**src/rtl/dmem_responder.sv**
```systemverilog
// -----------------------------------------------------------------------------
// dmem_responder
//
// Responder end of the core's load/store data-memory interface. It accepts one
// request at a time, holds a word-organised RAM and applies the RV32I load and
// store width/sign rules. The response comes back after WAIT_CYCLES wait states.
//
// Handshake rules (both channels):
//   A transfer happens on a rising clock edge where valid && ready are both 1.
//   Once valid is raised, the payload stays stable and valid stays high until
//   that transfer edge. The responder raises req_ready only in IDLE. The
//   requester may hold rsp_ready low for any number of cycles.
//
// Parameters:
//   ADDR_W      byte-address width; the word index is req_addr[ADDR_W-1:2]
//   DEPTH       words of storage, equal to 2**(ADDR_W-2)
//   WAIT_CYCLES wait states between request accept and response (0 allowed)
//
// Ports:
//   clk, rst      rising-edge clock; asynchronous active-low reset
//   req_valid/req_ready                   request handshake
//   req_write, req_addr, req_wdata, req_funct3   request payload
//   rsp_valid/rsp_ready                   response handshake
//   rsp_rdata, rsp_err                    response payload
//   dbg_state     current FSM state (IDLE=0, WAIT=1, RESP=2)
//
// Build option:
//   DMEM_MISALIGN_ERR_EN  when defined, a misaligned half or word access is
//                         rejected with rsp_err. When undefined, the access
//                         is forced to the enclosing aligned half or word.
// -----------------------------------------------------------------------------
module dmem_responder #(
    parameter int ADDR_W      = 8,
    parameter int DEPTH       = 64,
    parameter int WAIT_CYCLES = 1
) (
    input  logic              clk,
    input  logic              rst,
    input  logic              req_valid,
    output logic              req_ready,
    input  logic              req_write,
    input  logic [ADDR_W-1:0] req_addr,
    input  logic [31:0]       req_wdata,
    input  logic [2:0]        req_funct3,
    output logic              rsp_valid,
    input  logic              rsp_ready,
    output logic [31:0]       rsp_rdata,
    output logic              rsp_err,
    output logic [1:0]        dbg_state
);

    typedef enum logic [1:0] {
        IDLE = 2'd0,
        WAIT = 2'd1,
        RESP = 2'd2
    } state_t;

    localparam int CNT_W = (WAIT_CYCLES > 1) ? $clog2(WAIT_CYCLES) : 1;
    localparam logic [CNT_W-1:0] CNT_LAST =
        CNT_W'((WAIT_CYCLES > 0) ? WAIT_CYCLES - 1 : 0);

    state_t             state;
    state_t             state_nxt;
    logic [CNT_W-1:0]   cnt;

    logic               l_write;
    logic [ADDR_W-1:0]  l_addr;
    logic [31:0]        l_wdata;
    logic [2:0]         l_funct3;

    logic [31:0]        mem [DEPTH];

    logic               accept;
    logic               do_access;
    logic               rsp_hs;

    logic [ADDR_W-3:0]  widx;
    logic [31:0]        word;
    logic [7:0]         byte_sel;
    logic [15:0]        half_sel;
    logic               legal;
    logic               misaligned;
    logic               reject;
    logic [31:0]        acc_rdata;
    logic               acc_err;
    logic               acc_we;
    logic [3:0]         acc_be;
    logic [31:0]        acc_wdata;

    assign req_ready = (state == IDLE);
    assign accept    = req_valid && req_ready;
    // The first cycle in RESP (rsp_valid still low) is the single access cycle.
    assign do_access = (state == RESP) && !rsp_valid;
    assign rsp_hs    = rsp_valid && rsp_ready;
    assign dbg_state = state;

    // ---------------- FSM ----------------
    always_ff @(posedge clk or negedge rst) begin
        if (!rst) begin
            state <= IDLE;
        end else begin
            state <= state_nxt;
        end
    end

    always_comb begin
        state_nxt = state;
        case (state)
            IDLE: begin
                if (accept) begin
                    state_nxt = (WAIT_CYCLES > 0) ? WAIT : RESP;
                end
            end
            WAIT: begin
                if (cnt == CNT_LAST) begin
                    state_nxt = RESP;
                end
            end
            RESP: begin
                if (rsp_hs) begin
                    state_nxt = IDLE;
                end
            end
            default: state_nxt = IDLE;
        endcase
    end

    // Wait-state counter: runs 0..WAIT_CYCLES-1 while in WAIT, else parked at 0.
    always_ff @(posedge clk or negedge rst) begin
        if (!rst) begin
            cnt <= '0;
        end else if (state == WAIT && cnt != CNT_LAST) begin
            cnt <= cnt + 1'b1;
        end else begin
            cnt <= '0;
        end
    end

    // ---------------- request latch ----------------
    always_ff @(posedge clk or negedge rst) begin
        if (!rst) begin
            l_write  <= 1'b0;
            l_addr   <= '0;
            l_wdata  <= '0;
            l_funct3 <= '0;
        end else if (accept) begin
            l_write  <= req_write;
            l_addr   <= req_addr;
            l_wdata  <= req_wdata;
            l_funct3 <= req_funct3;
        end
    end

    // ---------------- access decode ----------------
    assign widx     = l_addr[ADDR_W-1:2];
    assign word     = mem[widx];
    assign byte_sel = word[{l_addr[1:0], 3'b000} +: 8];
    // Using only addr[1] for the half lane is what force-aligns a half access.
    assign half_sel = word[{l_addr[1], 4'b0000} +: 16];

    always_comb begin
        legal      = 1'b0;
        misaligned = 1'b0;
        reject     = 1'b0;
        acc_rdata  = '0;
        acc_err    = 1'b0;
        acc_we     = 1'b0;
        acc_be     = '0;
        acc_wdata  = '0;

        if (l_write) begin
            legal = (l_funct3 inside {3'b000, 3'b001, 3'b010});
        end else begin
            legal = (l_funct3 inside {3'b000, 3'b001, 3'b010, 3'b100, 3'b101});
        end
        misaligned = ((l_funct3[1:0] == 2'b01) && l_addr[0]) ||
                     ((l_funct3[1:0] == 2'b10) && (l_addr[1:0] != 2'b00));

`ifdef DMEM_MISALIGN_ERR_EN
        reject = !legal || misaligned;
`else
        reject = !legal;
`endif

        if (reject) begin
            acc_err = 1'b1;
        end else if (l_write) begin
            acc_we = 1'b1;
            case (l_funct3[1:0])
                2'b00: begin
                    acc_be    = 4'b0001 << l_addr[1:0];
                    acc_wdata = {4{l_wdata[7:0]}};
                end
                2'b01: begin
                    acc_be    = l_addr[1] ? 4'b1100 : 4'b0011;
                    acc_wdata = {2{l_wdata[15:0]}};
                end
                default: begin
                    acc_be    = 4'b1111;
                    acc_wdata = l_wdata;
                end
            endcase
        end else begin
            case (l_funct3)
                3'b000:  acc_rdata = {{24{byte_sel[7]}}, byte_sel};
                3'b001:  acc_rdata = {{16{half_sel[15]}}, half_sel};
                3'b010:  acc_rdata = word;
                3'b100:  acc_rdata = {24'd0, byte_sel};
                3'b101:  acc_rdata = {16'd0, half_sel};
                default: acc_rdata = '0;
            endcase
        end
    end

    // ---------------- RAM (not reset) ----------------
    always_ff @(posedge clk) begin
        if (do_access && acc_we) begin
            for (int i = 0; i < 4; i++) begin
                if (acc_be[i]) begin
                    mem[widx][8*i +: 8] <= acc_wdata[8*i +: 8];
                end
            end
        end
    end

    // ---------------- response registers ----------------
    always_ff @(posedge clk or negedge rst) begin
        if (!rst) begin
            rsp_valid <= 1'b0;
            rsp_rdata <= '0;
            rsp_err   <= 1'b0;
        end else if (do_access) begin
            rsp_valid <= 1'b1;
            rsp_rdata <= acc_rdata;
            rsp_err   <= acc_err;
        end else if (rsp_hs) begin
            rsp_valid <= 1'b0;
            rsp_rdata <= '0;
            rsp_err   <= 1'b0;
        end
    end

endmodule

```
**config.mk**
```make
export PLATFORM = sky130hd
export DESIGN_NAME = dmem_responder
export DESIGN_NICKNAME = d
export VERILOG_FILES = /design/src/rtl/dmem_responder.sv
export SDC_FILE = /design/constraint.sdc
export NUM_CORES = 2
export LEC_CHECK = 0
export ABC_AREA = 1
export CORE_MARGIN = 8
export CORE_UTILIZATION = 40
export DETAILED_ROUTE_END_ITERATION = 7
export MAX_ROUTING_LAYER = met4
export SETUP_SLACK_MARGIN = 0.02
export SLEW_MARGIN = 30
export SYNTH_ARGS = -nofsm -noshare
export SYNTH_HDL_FRONTEND = slang
export SYNTH_SLANG_ARGS = --single-unit
```
**constraint.sdc**
```tcl
create_clock -name clk -period 7.3 [get_ports clk]
set_input_delay 1.46 -clock clk [delete_from_list [all_inputs] [get_ports clk]]
set_output_delay 1.46 -clock clk [all_outputs]
set_load 0.005 [all_outputs]
```
==> metrics.txt <==
# TYPE chip_impl_metric gauge
chip_impl_info{name="min-delay-start",value="cnt"} 1
chip_impl_metric{name="setup_tns",unit="ns"} 0
chip_impl_info{name="slowest_stage",value="nor2_1"} 1
chip_impl_metric{name="max_cap_violations",unit=""} 0
chip_impl_metric{name="synth-xor-area-share",unit=""} 0
chip_impl_metric{name="gp_congestion",unit=""} 0.9168
chip_impl_metric{name="yosys_warnings",unit=""} 0
chip_impl_metric{name="number_of_antenna_violations_at_the_first_check_in_global_routing",unit=""} 11
chip_impl_info{name="worstHoldPathType",value="flop to flop"} 1
chip_impl_info{name="cts_root_buffer",value="clkbuf_16"} 1
chip_impl_metric{name="power.static_leakage",unit="nW"} 32.86
chip_impl_metric{name="worst-slew-pin-transition",unit="ns"} 1.044
chip_impl_metric{name="post-cts-setup-buffer-count",unit=""} 0
chip_impl_metric{name="number_of_global_route_vias_before_repair",unit=""} 52940
chip_impl_metric{name="drt-vias-per-instance",unit=""} 5.533
chip_impl_metric{name="critical_path_buf_inv_count",unit=""} 3
chip_impl_metric{name="rrSetupSlack",unit="ns"} 2.17
chip_impl_info{name="critPathCaptureType",value="flop"} 1
chip_impl_metric{name="ctsHoldBuffers",unit=""} 0
chip_impl_metric{name="synth-compound-area-share",unit=""} 0.04492
chip_impl_metric{name="ys_ff_latch",unit=""} 2129
chip_impl_metric{name="power_switching_share",unit=""} 0.3747
chip_impl_metric{name="postSynthAreaPerCell",unit="µm²"} 12.11
chip_impl_metric{name="synth_mux_area_frac",unit=""} 0.003215
chip_impl_info{name="timing.critical_path.mode_cell",value="nor2_4"} 1
chip_impl_metric{name="comb_power_share",unit=""} 0.318
chip_impl_info{name="synth_area_leaders",value="edfxtp_1, nand2_1, dfrtp_1"} 1
chip_impl_metric{name="final_critical_path_setup_slack",unit="ns"} 2.169
chip_impl_metric{name="floorplan_die_area",unit="µm²"} 225100
chip_impl_info{name="critical_path.cell_chain",value="nor2_4, buf_4, inv_1, nor2_4, buf_12, nand2_1, nor2_1"} 1
chip_impl_metric{name="internal-power",unit="mW"} 23.61
chip_impl_metric{name="worst_ir_drop_vdd",unit="mV"} 0.2794
chip_impl_metric{name="post-dp-hpwl",unit="mm"} 161.9
chip_impl_metric{name="clock_tree.buffer_depth",unit=""} 3
chip_impl_metric{name="path_clk_slew",unit="ns"} 0.06
chip_impl_metric{name="grt_pass1_wl",unit="mm"} 381.7
chip_impl_metric{name="total_drc_errors_in_the_routed_layout",unit=""} 0
chip_impl_metric{name="synth_cells",unit=""} 6941
chip_impl_metric{name="synthDominantCellAreaShare",unit=""} 0.7315
chip_impl_info{name="setup.worst_path.end",value="mem[41][12]"} 1
chip_impl_info{name="cp-startpoint",value="l_addr[4]"} 1
chip_impl_metric{name="core",unit="µm²"} 209400
chip_impl_metric{name="totalWireLength",unit="mm"} 269.8
chip_impl_metric{name="placement_rows",unit=""} 168
chip_impl_info{name="run_status",value="finished, final reports clean"} 1
chip_impl_metric{name="power.clock.fraction",unit=""} 0.281
chip_impl_metric{name="floorplan.initialDensity",unit=""} 0.4016
chip_impl_metric{name="clock_latency",unit="ns"} 0.86
chip_impl_metric{name="pwr_per_cell_area",unit="nW/µm²"} 396.7
chip_impl_metric{name="critical_path_cell_count",unit=""} 7
chip_impl_info{name="r2r_end",value="mem[41][12]"} 1
chip_impl_metric{name="critPathArrivalTime",unit="ns"} 5.58
chip_impl_metric{name="clkSinkCount",unit=""} 2129
chip_impl_info{name="rsz0062_at_grt",value="no"} 1
chip_impl_metric{name="fmaxAchievable",unit="GHz"} 0.1949
chip_impl_metric{name="holdWs",unit="ns"} 0.4612
chip_impl_metric{name="postSynthNetCount",unit=""} 6989
chip_impl_metric{name="design.portCount",unit=""} 85
chip_impl_info{name="r2r-start",value="l_addr[4]"} 1
chip_impl_metric{name="timing.clock.skew",unit="ns"} 0.04238
chip_impl_info{name="setup.worst_path.start_class",value="flop"} 1
chip_impl_metric{name="timing.slew.headroom",unit=""} 0.3015
chip_impl_metric{name="cts-resized-gates",unit=""} 0
chip_impl_metric{name="hold_violations",unit=""} 0
chip_impl_metric{name="synth_enable_flop_cells",unit=""} 2048
chip_impl_metric{name="timing.critical_path.fanout_max",unit=""} 52
chip_impl_metric{name="post_drt_wl_per_cell",unit="µm"} 27.00
chip_impl_metric{name="drt_iter0_markers",unit=""} 7092
chip_impl_metric{name="port_buffers",unit=""} 84
chip_impl_metric{name="synthDistinctLibCells",unit=""} 29
chip_impl_metric{name="sequentialPowerShare",unit=""} 0.401
chip_impl_metric{name="post_route_cells_drive_above_1_share",unit=""} 0.07970
chip_impl_metric{name="critPathMaxStageDelay",unit="ns"} 0.93
chip_impl_info{name="ys_dominant_reg_cell",value="edfxtp_1"} 1
chip_impl_metric{name="slew_violations",unit=""} 0
chip_impl_metric{name="netlist_area",unit="µm²"} 84070
chip_impl_metric{name="ant_nets",unit=""} 0
chip_impl_info{name="synthMostInstantiatedCell",value="nand2_1"} 1
chip_impl_metric{name="num_cts_buffers",unit=""} 206
chip_impl_metric{name="worst_slack_at_placement",unit="ns"} 2.211
chip_impl_info{name="timing.setup.critical_path_class",value="flop to flop"} 1
chip_impl_metric{name="globalRouteTotalUtil",unit=""} 0.2395
chip_impl_metric{name="power.net_switching",unit="mW"} 14.15
chip_impl_metric{name="ctsHtreeMaxLevel",unit=""} 4
chip_impl_metric{name="die_width",unit="µm"} 474.5
chip_impl_metric{name="finish.net_count",unit=""} 7047
chip_impl_metric{name="setup_viol",unit=""} 0
chip_impl_metric{name="grt_max_degree",unit=""} 116
chip_impl_metric{name="post-route-period-util",unit=""} 0.7029
chip_impl_metric{name="die_h",unit="µm"} 474.5
chip_impl_metric{name="synth_adder_area_share",unit=""} 0
chip_impl_info{name="yosys.area.top_type",value="edfxtp_1"} 1
chip_impl_metric{name="routed-via-count",unit=""} 55290
chip_impl_metric{name="areaGrowthSynthToFinish",unit="%"} 13.22
chip_impl_info{name="synth_top_family_by_area",value="simple AND/OR/NAND/NOR gates"} 1
chip_impl_info{name="tritoncts",value="yes"} 1
chip_impl_metric{name="critPathRequiredTime",unit="ns"} 7.75
chip_impl_info{name="yosys-top-cells-count",value="nand2_1, edfxtp_1, nor2_1, a21oi_1, o21ai_0"} 1
chip_impl_metric{name="synth_seq_area_share",unit=""} 0.7556
chip_impl_metric{name="drt_pass1_iterations",unit=""} 6
chip_impl_metric{name="synthArstFlopShare",unit=""} 0.03805
chip_impl_metric{name="ff2ff_path_depth",unit=""} 7
chip_impl_metric{name="final_global_route_overflow_total",unit=""} 0
chip_impl_info{name="critical_path.top_delay_family",value="simple AND/OR/NAND/NOR gates"} 1
chip_impl_metric{name="final_period_minus_worst_setup_slack",unit="ns"} 5.131
chip_impl_metric{name="yosys.area_share.simple",unit=""} 0.1692
==> worst min-delay path, delay by kind of cell (launching register included) <==
| family | cells | cell delay, ns |
|---|---|---|
| AND/OR/NAND/NOR | 2 | 0.11 |
| flip-flops | 1 | 0.32 |
==> sequential cells by signal, summed over array words and instances (netlist names) <==
signal	cells
dbg_state	2
l_funct3	3
l_wdata	32
rsp_rdata	32
l_write	1
rsp_valid	1
mem	2048
cnt	1
l_addr	8
rsp_err	1
==> area by class of cell <==
cell class	instances	area, µm²
multi-input combinational	4263	18730
antenna	11	27.53
inverter	187	716.9
sequential	2129	63530
clock buffer	274	5653
clock inverter	112	965.9
tap	2805	3510
fill	18760	114200
timing repair buffer	212	2047
==> metrics by stage <==
stage                     std cells  power, mW  area, µm²  utilization
after floorplan                6941      21.58      84070            -
after global placement         9592      27.01      88370       0.4221
after detailed placement       9595      27.12      88480       0.4226
after CTS                      9981      37.57      95100       0.4542
after global routing           9989      38.94      95170       0.4546
final                          9993      37.76      95180       0.4546
==> cell usage in the layout (no fill, tap or decap), drive strengths merged <==
| master | netlist | layout |
|---|---|---|
| conb | 1 | 1 |
| or2 | 46 | 46 |
| inv | 187 | 191 |
| nand3b | 13 | 13 |
| mux2 | 24 | 24 |
| dfrtp | 81 | 81 |
| a22oi | 94 | 94 |
| o211ai | 19 | 19 |
| a22o | 1 | 1 |
| bufinv | 0 | 17 |
| o22ai | 8 | 8 |
| nand3 | 213 | 213 |
| clkinv | 0 | 86 |
| o31ai | 3 | 3 |
| nand4 | 181 | 181 |
| diode | 0 | 11 |
| buf | 187 | 129 |
| clkdlybuf4s50 | 0 | 83 |
| o21ai | 274 | 274 |
| nor3 | 13 | 13 |
| clkbuf | 175 | 274 |
| clkinvlp | 0 | 5 |
| nor2 | 529 | 529 |
| nand2 | 2550 | 2550 |
| a21oi | 293 | 293 |
| o2111ai | 1 | 1 |
| edfxtp | 2048 | 2048 |
==> cells by family after synthesis <==
group | count (synthesis)
DFF | 2129
AOI/OAI and AO/OA | 693
other | 1
and+or+nand+nor | 3545
muxes | 24
buffers and inverters | 549
==> how the worst min path moves through the flow <==
stage / endpoint / slack (ns) / cells past startpoint
2_1_floorplan: dbg_state[0] / 0.44 / 2
3_3_place_gp: dbg_state[0] / 0.46 / 2
3_5_place_dp: dbg_state[0] / 0.46 / 2
4_1_cts: dbg_state[0] / 0.47 / 2
5_1_grt: rsp_rdata[24] / 0.50 / 2
6_report: dbg_state[0] / 0.46 / 2
==> routing by layer <==
layer  vias to the layer above  GRT usage  part of all wire
li1                      24250          -                 -
met1                     27530     0.3082              0.39
met2                      2912     0.3572              0.45
met3                       594    0.06151              0.11
met4                         0     0.1127             0.055
met5                         -          -                 0
==> power groups by stage <==
stage / sequential [mW] / clock (mW) / combinational (mW)
after floorplan: 15.2 / 0 / 6.35
after global placement: 15.4 / 0 / 11.6
after detailed placement: 15.4 / 0 / 11.7
after CTS: 15.1 / 10.7 / 11.8
after global routing: 15.2 / 11.1 / 12.7
final: 15.1 / 10.6 / 12.0
Note: power is estimated with default switching activity, not from simulation.
